--- config.mk ---
export PLATFORM = sky130hd
export DESIGN_NAME = ctrl_sequencer_flat
export DESIGN_NICKNAME = d
export VERILOG_FILES = /design/src/rtl/ctrl_pkg.sv /design/src/rtl/ctrl_sequencer_if.sv /design/src/rtl/ctrl_decode.sv /design/src/rtl/ctrl_sequencer.sv /design/src/flat_wrapper.sv
export SDC_FILE = /design/constraint.sdc
export NUM_CORES = 1
export LEC_CHECK = 0
export ABC_CLOCK_PERIOD_IN_PS = 5700
export CAP_MARGIN = 10
export CORE_AREA = 3 3 124 126
export CTS_CLUSTER_SIZE = 40
export DETAILED_ROUTE_END_ITERATION = 6
export DIE_AREA = 0 0 127 129
export PLACE_DENSITY = 0.8
export SYNTH_ARGS = -nofsm -noshare
export SYNTH_HDL_FRONTEND = slang
export SYNTH_SLANG_ARGS = --single-unit
export TNS_END_PERCENT = 10
--- constraint.sdc ---
create_clock -name clk -period 5.7 [get_ports clk]
set_clock_uncertainty 0.15 [all_clocks]
set_input_delay 1.14 -clock clk [delete_from_list [all_inputs] [get_ports clk]]
set_output_delay 1.14 -clock clk [all_outputs]
set_load 0.05 [all_outputs]
--- src/rtl/ctrl_pkg.sv ---
// ctrl_pkg: shared definitions for the control sequencer -- opcodes, ALU
// codes, instruction field positions, FSM state encoding and decode record.
package ctrl_pkg;

    // Primary opcodes (IR[31:26])
    localparam logic [5:0] OP_ALU  = 6'h00;
    localparam logic [5:0] OP_LD   = 6'h01;
    localparam logic [5:0] OP_ST   = 6'h02;
    localparam logic [5:0] OP_BZ   = 6'h03;
    localparam logic [5:0] OP_BR   = 6'h04;
    localparam logic [5:0] OP_HALT = 6'h3F;

    // ALU operation used for load/store address generation
    localparam logic [4:0] ALU_ADD = 5'd0;

    // Instruction field bit positions
    localparam int OP_MSB   = 31;
    localparam int OP_LSB   = 26;
    localparam int RS_MSB   = 25;
    localparam int RS_LSB   = 21;
    localparam int RT_MSB   = 20;
    localparam int RT_LSB   = 16;
    localparam int IMM_MSB  = 15;
    localparam int IMM_LSB  = 0;
    localparam int FUNC_MSB = 4;
    localparam int FUNC_LSB = 0;

    // ALU flag bit that resolves BZ
    localparam int FLAG_ZERO = 0;

    typedef enum logic [3:0] {
        ST_IDLE,
        ST_FETCH,
        ST_WAIT,
        ST_DECODE,
        ST_EXEC,
        ST_MEM,
        ST_WB,
        ST_HALT,
        ST_TRAP
    } state_t;

    typedef enum logic [2:0] {
        CLS_ALU,
        CLS_LD,
        CLS_ST,
        CLS_BZ,
        CLS_BR,
        CLS_HALT,
        CLS_ILLEGAL
    } op_class_t;

    // Everything the FSM needs to know about the instruction in IR
    typedef struct packed {
        op_class_t   cls;
        logic [4:0]  alu_op;
        logic [4:0]  rs;
        logic [4:0]  rt;
        logic [15:0] imm;
        logic        is_branch;
        logic        is_mem;
        logic        is_wb;
    } decode_t;

endpackage

--- src/rtl/ctrl_sequencer_if.sv ---
// ctrl_sequencer_if: instruction-memory port plus datapath control/flag
// signals between the sequencer (master) and the memory/datapath (slave).
interface ctrl_sequencer_if #(
    parameter int PC_W = 32
);
    logic [PC_W-1:0] imem_addr;
    logic            imem_req;
    logic [31:0]     imem_rdata;
    logic [2:0]      flags;
    logic [4:0]      r1;
    logic [4:0]      r2;
    logic [4:0]      alu_ctrl;
    logic            regw;
    logic            memr;
    logic            memw;

    modport master (
        output imem_addr, imem_req, r1, r2, alu_ctrl, regw, memr, memw,
        input  imem_rdata, flags
    );

    modport slave (
        input  imem_addr, imem_req, r1, r2, alu_ctrl, regw, memr, memw,
        output imem_rdata, flags
    );
endinterface

--- src/rtl/ctrl_decode.sv ---
// ctrl_decode: purely combinational instruction decoder, IR -> decode record.
module ctrl_decode
    import ctrl_pkg::*;
(
    input  logic [31:0] ir,
    output decode_t     dec
);

    // Classify the opcode and derive ALU op and sequencing flags
    always_comb begin
        // NOTE: every field gets a default before the case so no path leaves
        // a field unassigned (which would infer a latch).
        dec.cls       = CLS_ILLEGAL;
        dec.alu_op    = ir[FUNC_MSB:FUNC_LSB];
        dec.rs        = ir[RS_MSB:RS_LSB];
        dec.rt        = ir[RT_MSB:RT_LSB];
        dec.imm       = ir[IMM_MSB:IMM_LSB];
        dec.is_branch = 1'b0;
        dec.is_mem    = 1'b0;
        dec.is_wb     = 1'b0;
        case (ir[OP_MSB:OP_LSB])
            OP_ALU: begin
                dec.cls   = CLS_ALU;
                dec.is_wb = 1'b1;
            end
            OP_LD: begin
                dec.cls    = CLS_LD;
                dec.alu_op = ALU_ADD;
                dec.is_mem = 1'b1;
                dec.is_wb  = 1'b1;
            end
            OP_ST: begin
                dec.cls    = CLS_ST;
                dec.alu_op = ALU_ADD;
                dec.is_mem = 1'b1;
            end
            OP_BZ: begin
                dec.cls       = CLS_BZ;
                dec.is_branch = 1'b1;
            end
            OP_BR: begin
                dec.cls       = CLS_BR;
                dec.is_branch = 1'b1;
            end
            OP_HALT: dec.cls = CLS_HALT;
            default: dec.cls = CLS_ILLEGAL;
        endcase
    end

endmodule

--- src/rtl/ctrl_sequencer.sv ---
// ctrl_sequencer: multi-cycle fetch/decode/execute control stage with PC and
// retired-instruction counter.
// Optional feature macro: CTRL_ILLEGAL_TRAP_EN -- when defined, an illegal
// opcode parks the sequencer in a sticky trap; otherwise it retires as a NOP
// and trap is tied low.
module ctrl_sequencer
    import ctrl_pkg::*;
#(
    parameter int              PC_W     = 32,
    parameter logic [PC_W-1:0] RESET_PC = '0,
    parameter logic [PC_W-1:0] PC_INC   = PC_W'(1)
) (
    input  logic             clk,
    input  logic             reset,
    input  logic             start,
    ctrl_sequencer_if.master bus,
    output logic [PC_W-1:0]  pc,
    output logic [31:0]      instr_cnt,
    output logic             halted,
    output logic             trap
);

    state_t          state_q;
    state_t          state_d;
    logic [31:0]     ir_q;
    logic [PC_W-1:0] pc_q;
    logic [31:0]     cnt_q;
    logic [4:0]      r1_q;
    logic [4:0]      r2_q;
    logic [4:0]      alu_q;
    decode_t         dec;
    logic            retire;
    logic            take_branch;
    logic            req;
    logic            regw;
    logic            memr;
    logic            memw;
    logic [PC_W-1:0] pc_seq;
    logic [PC_W-1:0] pc_next;
    logic            unused_flags;

    ctrl_decode u_decode (
        .ir  (ir_q),
        .dec (dec)
    );

    // Sequential PC and branch target (sign-extended 16-bit offset, wraps)
    assign pc_seq  = pc_q + PC_INC;
    assign pc_next = take_branch ? pc_seq + {{(PC_W-16){dec.imm[15]}}, dec.imm} : pc_seq;

    // Next-state and strobe generation
    always_comb begin
        state_d     = state_q;
        retire      = 1'b0;
        take_branch = 1'b0;
        req         = 1'b0;
        regw        = 1'b0;
        memr        = 1'b0;
        memw        = 1'b0;
        case (state_q)
            ST_IDLE:   if (start) state_d = ST_FETCH;
            ST_FETCH: begin
                req     = 1'b1;
                state_d = ST_WAIT;
            end
            ST_WAIT:   state_d = ST_DECODE;
            ST_DECODE: begin
                if (dec.cls == CLS_HALT) begin
                    retire  = 1'b1;
                    state_d = ST_HALT;
                end
`ifdef CTRL_ILLEGAL_TRAP_EN
                else if (dec.cls == CLS_ILLEGAL) begin
                    state_d = ST_TRAP;
                end
`endif
                else begin
                    state_d = ST_EXEC;
                end
            end
            ST_EXEC: begin
                if (dec.is_mem) begin
                    state_d = ST_MEM;
                end else if (dec.is_wb) begin
                    state_d = ST_WB;
                end else begin
                    // Branches and illegal-as-NOP retire here; BZ uses this cycle's flags
                    retire      = 1'b1;
                    take_branch = dec.is_branch &&
                                  ((dec.cls == CLS_BR) || bus.flags[FLAG_ZERO]);
                    state_d     = ST_FETCH;
                end
            end
            ST_MEM: begin
                if (dec.is_wb) begin
                    memr    = 1'b1;
                    state_d = ST_WB;
                end else begin
                    memw    = 1'b1;
                    retire  = 1'b1;
                    state_d = ST_FETCH;
                end
            end
            ST_WB: begin
                regw    = 1'b1;
                retire  = 1'b1;
                state_d = ST_FETCH;
            end
            ST_HALT:   state_d = ST_HALT;
            ST_TRAP:   state_d = ST_TRAP;
            default:   state_d = ST_IDLE;
        endcase
    end

    // State register
    always_ff @(posedge clk) begin
        // NOTE: sequential state uses non-blocking assignments so every
        // register samples pre-edge values regardless of statement order.
        if (reset) state_q <= ST_IDLE;
        else       state_q <= state_d;
    end

    // IR capture, decoded register operands, PC and retire counter
    always_ff @(posedge clk) begin
        if (reset) begin
            ir_q  <= '0;
            pc_q  <= RESET_PC;
            cnt_q <= '0;
            r1_q  <= '0;
            r2_q  <= '0;
            alu_q <= '0;
        end else begin
            if (state_q == ST_WAIT) ir_q <= bus.imem_rdata;
            if (state_q == ST_DECODE) begin
                r1_q  <= dec.rs;
                r2_q  <= dec.rt;
                alu_q <= dec.alu_op;
            end
            if (retire) begin
                pc_q  <= pc_next;
                cnt_q <= cnt_q + 32'd1;
            end
        end
    end

    // Strobes are suppressed while reset is asserted so an aborted instruction
    // never reaches the datapath or memory.
    assign bus.imem_req  = req  & ~reset;
    assign bus.regw      = regw & ~reset;
    assign bus.memr      = memr & ~reset;
    assign bus.memw      = memw & ~reset;
    assign bus.imem_addr = pc_q;
    assign bus.r1        = r1_q;
    assign bus.r2        = r2_q;
    assign bus.alu_ctrl  = alu_q;

    assign pc        = pc_q;
    assign instr_cnt = cnt_q;
    assign halted    = (state_q == ST_HALT);
`ifdef CTRL_ILLEGAL_TRAP_EN
    assign trap      = (state_q == ST_TRAP);
`else
    assign trap      = 1'b0;
`endif

    // Only the zero flag resolves branches
    assign unused_flags = ^bus.flags[2:1];

endmodule
--- src/flat_wrapper.sv ---
// flat-port wrapper written by rule: the top's interface ports become plain ports
module ctrl_sequencer_flat import ctrl_pkg::*;
#(
    parameter int              PC_W     = 32,
    parameter logic [PC_W-1:0] RESET_PC = '0,
    parameter logic [PC_W-1:0] PC_INC   = PC_W'(1)
)
  (clk, reset, start, pc, instr_cnt, halted, trap, bus_imem_addr, bus_imem_req, bus_r1, bus_r2, bus_alu_ctrl, bus_regw, bus_memr, bus_memw, bus_imem_rdata, bus_flags);
  ctrl_sequencer_if #(.PC_W(PC_W)) bus_i ();
  input  logic clk;
  input  logic reset;
  input  logic start;
  output logic [PC_W-1:0] pc;
  output logic [31:0] instr_cnt;
  output logic halted;
  output logic trap;
  output wire logic [$bits(bus_i.imem_addr)-1:0] bus_imem_addr;
  output wire logic [$bits(bus_i.imem_req)-1:0] bus_imem_req;
  output wire logic [$bits(bus_i.r1)-1:0] bus_r1;
  output wire logic [$bits(bus_i.r2)-1:0] bus_r2;
  output wire logic [$bits(bus_i.alu_ctrl)-1:0] bus_alu_ctrl;
  output wire logic [$bits(bus_i.regw)-1:0] bus_regw;
  output wire logic [$bits(bus_i.memr)-1:0] bus_memr;
  output wire logic [$bits(bus_i.memw)-1:0] bus_memw;
  input wire logic [$bits(bus_i.imem_rdata)-1:0] bus_imem_rdata;
  input wire logic [$bits(bus_i.flags)-1:0] bus_flags;
  assign bus_imem_addr = bus_i.imem_addr;
  assign bus_imem_req = bus_i.imem_req;
  assign bus_r1 = bus_i.r1;
  assign bus_r2 = bus_i.r2;
  assign bus_alu_ctrl = bus_i.alu_ctrl;
  assign bus_regw = bus_i.regw;
  assign bus_memr = bus_i.memr;
  assign bus_memw = bus_i.memw;
  assign bus_i.imem_rdata = bus_imem_rdata;
  assign bus_i.flags = bus_flags;
  ctrl_sequencer #(.PC_W(PC_W), .RESET_PC(RESET_PC), .PC_INC(PC_INC)) u_core (.clk(clk), .reset(reset), .start(start), .bus(bus_i), .pc(pc), .instr_cnt(instr_cnt), .halted(halted), .trap(trap));
endmodule
==> impl_metrics.ini, run 1 <==
[timing]
rsz0062_at_grt = false
fin_ws_ps = 995
setup_viol = 0
tightestPinTransition_ps = 1060
period_needed_ps = 4700
hold_viol = 0
maxSlewHeadroom_pct = 29.3
timing.final.crit_share_pct = 82.5
fmax_ghz = 0.213
finalSetupTns_ps = 0
report.final.slew_viol_count = 0

[yosys]
synth_seq_cells = 115
syn_nets = 1054
synth_edf_count = 0
synth-compound-area-share_pct = 20.6
synthAdderAreaFrac_pct = 6.96
syn_avg_cell_area_sq_um = 7.67
synth_xor_area_share_pct = 9.13
yosys_most_used_dff = dfxtp_1
synth_top_cells_by_area = dfxtp_1, nand2_1, a21oi_1
synth.top_cells.by_count = nand2_1, dfxtp_1, a21oi_1, nor2_1
yosys.area_share.simple_pct = 25.2
synthMuxAreaShare_pct = 0.686
synth_top_family_by_area = simple AND/OR/NAND/NOR gates
synth_largest_area_cell = dfxtp_1
synth_top_area_share_pct = 30.8
async_flop_share_pct = 0
ys_types = 76
yosysWarnings = 0
synth_area_sq_mm = 0.00748
ys_seq_area_share_pct = 30.8
synthCells = 975
synth_most_common_cell = nand2_1

[critical_path]
path_max_fanout = 9
worstPathArrival_ps = 4860
start_kind = register
cp_slowest_stage_delay_ps = 490
setup.worst_path.class = register to register
cp_cell_sequence = ha_1 -> and4_1 -> nand2_1 -> or2_1 -> nor3_4 -> nand4_1 -> xnor2_1 -> ha_1 -> a211oi_1 -> o22ai_1 -> o32ai_1 -> nor3b_1 -> o21ai_0 -> nand3b_1 -> mux2i_1 -> mux2_1
cp_data_required_time_ps = 5850
endpoint_kind = register
worst-path-buf-inv = 0
critical-path-top-delay-family = simple AND/OR/NAND/NOR gates
cp_slowest_cell = dfxtp_1
crit_path_frequent_cell = ha_1

[power]
power_mw = 2.10
ir_worst_vdd_mv = 0.188
power.leakage_nw = 3.61
p_per_area_mw_per_mm2 = 222

[hold_path]
min_path_type = register to register

[die]
die_y_microns = 129
io_pins = 155
die_w_microns = 127
start_util_pct = 51.9
core-area_sq_mm = 0.0144
row_count = 44
die_area_sq_mm = 0.0164

[clock_network]
postCtsSetupRepairBufs = 0
cts_tree = built
cts_sinks = 115
clk_pin_slew_ps = 60
numCtsBuffers = 17
htree_levels = 4
clockRootBuffer = clkbuf_16
clock_path_buffers = 2
clkLatencyLatePin_ps = 420
cts_resized = 0
cts_hold_buf = 0

[job]
cap_viol_max_count = 0

[finish]
final_nets = 1149
drive_gt1_share_pct = 5.91
finish.utilization_pct = 65.5
layout.cells.non_filler = 1267
syn_to_final_growth_pct = 26.4
diodes = 0

[global_route]
grt_remaining_overflow = 0
grt_use_total_pct = 24.0
grt_pass1_wl_microns = 32500
grt_pass1_vias = 6754
antenna_found_initial = 0
grt_start_max_net_pins = 102

[routing]
num_vias = 7144
wirelength_microns = 19700
drt_iter0_drc = 379
firstDrtPassIters = 5
detail_route.vias_per_cell = 5.64
post-route-drc-count = 0
avgRoutedWirePerCell_microns = 15.5
ant_nets = 0

[placed_design]
place_worst_setup_slack_ps = 1040
place_congestion = 0.926
dp_hpwl_microns = 13800
dp.cells = 1235
portBuffers = 151

[status]
outcome = finished clean
==> sequential cells by signal, summed over array words and instances (netlist names) <==
name                  cells
u_core.bus.alu_ctrl       5
u_core.bus.imem_addr     32
u_core.bus.r1             5
u_core.bus.r2             5
u_core.instr_cnt         32
u_core.ir_q              32
u_core.state_q            4
==> where the power goes <==
part	switching [mW]	internal [mW]
Clock	0.421	0.701
Combinational	0.0838	0.0584
Sequential	0.0175	0.817
Total	0.523	1.58
==> per-layer routing <==
metal	share of wire, %	global-route usage [%]
met1	45	30.5
met2	46	39.3
met3	7.5	7.76
met4	1.6	7.13
met5	0	0
==> logic make-up (layout without fill, tap and decap cells) <==
| group | Yosys count | after routing |
|---|---|---|
| fa+ha+maj | 41 | 41 |
| simple gates | 395 | 395 |
| mux | 5 | 5 |
| compound gates | 243 | 243 |
| xor+xnor | 78 | 78 |
| other cells | 1 | 1 |
| flops | 115 | 115 |
| buf+inv | 97 | 205 |
==> worst min-delay path, delay by kind of cell, from the launching register on <==
kind,cells,cell delay (ps)
flops,1,310
compound gates,1,50
simple gates,1,50
==> placed cells by master (no fill, tap or decap), types with 29 or more instances in the layout <==
cell type,n
dfxtp_1,115
o21ai_0,42
ha_1,40
xor2_1,42
nor2_1,79
a21oi_1,102
nand3_1,29
clkdlybuf4s50_1,150
nand2_1,174
xnor2_1,36
==> area by class of cell <==
cell class | instances | area (sq um)
clock buffers | 17 | 425
clock inverters | 15 | 195
fillers | 1219 | 4970
inverters | 17 | 63.8
multi-input cells | 763 | 4690
flip-flops and latches | 115 | 2300
well taps | 184 | 230
repair buffers | 156 | 1550
==> per-stage QoR <==
step	hold slack [ps]	cell area, sq um
2_1_floorplan	282	7480
3_3_place_gp	287	8830
3_5_place_dp	297	8830
4_1_cts	305	9450
5_1_grt	322	9450
6_report	304	9450
==> path summary, 6_finish.rpt <==
check / start / to / slack [ps] / depth (start not counted)
worst max-delay path: u_core.bus.imem_addr[0]$_SDFFE_PP0P_ / u_core.bus.imem_addr[31]$_SDFFE_PP0P_ / 1000 / 16
worst min register to register: u_core.ir_q[21]$_SDFFE_PP0P_ / u_core.bus.r1[0]$_SDFFE_PP0P_ / 300 / 2
worst min-delay path: u_core.ir_q[21]$_SDFFE_PP0P_ / u_core.bus.r1[0]$_SDFFE_PP0P_ / 300 / 2
worst max register to register: u_core.bus.imem_addr[0]$_SDFFE_PP0P_ / u_core.bus.imem_addr[31]$_SDFFE_PP0P_ / 1000 / 16
No activity file was read; power rests on OpenSTA's default activity.
==> inputs of run 2 (changes only) <==
- ABC_CLOCK_PERIOD_IN_PS: 5700 -> 4600
- clock period: 5.7 -> 4.6 ns (I/O delays scaled with it)
==> run 2 against run 1 <==
Wire length increased by 1.3%; design area increased by 0.79%; flip-flop and latch count unchanged; worst hold slack got worse by 3.3 ps; clock power increased by 18%; total power increased by 21%; fmax increased by 7.7%; critical path depth unchanged; worst setup slack got worse by 770 ps; largest cell class unchanged; largest power group unchanged; highest routed layer unchanged.
==> impl_metrics.ini, run 2 (synthesis results as in run 1) <==
[routing]
drt_iter0_drc = 497
detail_route.vias_per_cell = 5.65
firstDrtPassIters = 5
num_vias = 7234
avgRoutedWirePerCell_microns = 15.6
ant_nets = 0
post-route-drc-count = 0
wirelength_microns = 19900

[die]
die_area_sq_mm = 0.0164
start_util_pct = 51.9
die_w_microns = 127
io_pins = 155
core-area_sq_mm = 0.0144
die_y_microns = 129
row_count = 44

[critical_path]
path_max_fanout = 6
cp_data_required_time_ps = 4770
worstPathArrival_ps = 4540
setup.worst_path.class = register to register
endpoint_kind = register
start_kind = register

[timing]
period_needed_ps = 4370
finalSetupTns_ps = 0
setup_viol = 0
timing.final.crit_share_pct = 95.0
hold_viol = 0
whs_ps = 301
rsz0062_at_grt = false
fmax_ghz = 0.229
tightestPinTransition_ps = 1050
maxSlewHeadroom_pct = 30.1
report.final.slew_viol_count = 0

[finish]
multi_input_area_sq_mm = 0.00470
final_cell_mix = nand2_1, clkdlybuf4s50_1, dfxtp_1
final_common_cell = nand2_1
regArea_sq_mm = 0.00230
final_nets = 1163
drive_gt1_share_pct = 7.20
diodes = 0
syn_to_final_growth_pct = 27.4
num-fill-cells = 1253

[global_route]
globalRouteMet3Util_pct = 7.26
grt_pass1_wl_microns = 32200
grt_pass1_vias = 6499
grt_remaining_overflow = 0
grt_start_max_net_pins = 102
busiest_layer = met2
antenna_found_initial = 0
grt_use_total_pct = 24.0
use_met1_pct = 31.5
met2_usage_pct = 38.0

[placed_design]
place_congestion = 0.906
dp_hpwl_microns = 14000
portBuffers = 151

[job]
cap_viol_max_count = 0

[clock_network]
cts_hold_buf = 0
clock_path_buffers = 2
cts_tree = built
htree_levels = 4
clkLatencyLatePin_ps = 430
clockRootBuffer = clkbuf_16
numCtsBuffers = 17
cts_sinks = 115
clk_pin_slew_ps = 60

[power]
p_per_area_mw_per_mm2 = 266
power.leakage_nw = 3.66
ir_worst_vdd_mv = 0.225

[hold_path]
min_path_type = register to register

[status]
outcome = finished clean
run 2: routing by layer:
layer,vias up,routed length [microns]
met5,-,0
li1,3621,-
met3,22,1530
met2,234,9310
met4,0,335
met1,3357,8770
run 2: final timing paths:
kind / slack [ps] / startpoint / cells after the start / endpoint
max reg2reg: 230 / u_core.bus.imem_addr[7]$_SDFFE_PP0P_ / 16 / u_core.bus.imem_addr[28]$_SDFFE_PP0P_
min reg2reg: 300 / u_core.bus.r2[2]$_SDFFE_PP0P_ / 2 / u_core.bus.r2[2]$_SDFFE_PP0P_
max: 230 / u_core.bus.imem_addr[7]$_SDFFE_PP0P_ / 16 / u_core.bus.imem_addr[28]$_SDFFE_PP0P_
min: 300 / u_core.bus.r2[2]$_SDFFE_PP0P_ / 2 / u_core.bus.r2[2]$_SDFFE_PP0P_
run 2: cell type report:
cell class	count	area share, %
clock buffers	18	4.50
clock inverters	14	1.60
inverters	17	0.670
multi-input cells	763	49.3
flip-flops and latches	115	24.2
well taps	184	2.42
repair buffers	170	17.3
run 2: worst max-delay path, stage by stage (launching register included):
cell      delay (ps)
dfxtp_1          420
and4_4           290
nand3_4          130
nor2_2           210
nand3_1          200
nor2_2           240
nand3_1          140
xnor2_1          290
ha_1             290
a21oi_1          200
o211ai_1         170
a311oi_2         380
o31ai_2          200
a221oi_2         290
nor2b_1           90
or4_1            390
and3_1           170
run 2: metrics by stage:
stage / total power [mW] / cells / utilization [%] / worst slack, ps / cell area [sq um]
4_1_cts: 2.54 / 1280 / 66.0 / 169 / 9510
3_3_place_gp: 1.23 / 1248 / 61.9 / 320 / 8930
5_1_grt: 2.61 / 1281 / 66.1 / 26.0 / 9530
3_5_place_dp: 1.23 / 1248 / 61.9 / 202 / 8930
6_report: 2.53 / 1281 / 66.1 / 230 / 9530
2_1_floorplan: 1.17 / 975 / - / 56.9 / 7480
run 2: power by group:
| part | switching [mW] | internal (mW) | total [mW] | leakage, nW |
|---|---|---|---|---|
| registers | 0.0204 | 1.01 | 1.03 | 0.928 |
| logic | 0.106 | 0.0732 | 0.179 | 2.45 |
| clock network | 0.516 | 0.801 | 1.32 | 0.274 |
| total | 0.643 | 1.89 | 2.53 | 3.66 |
run 2: repair_timing:
item,CTS,global route
setup buffers,0,1
resized for setup,0,4
endpoints found under the setup margin,0,3
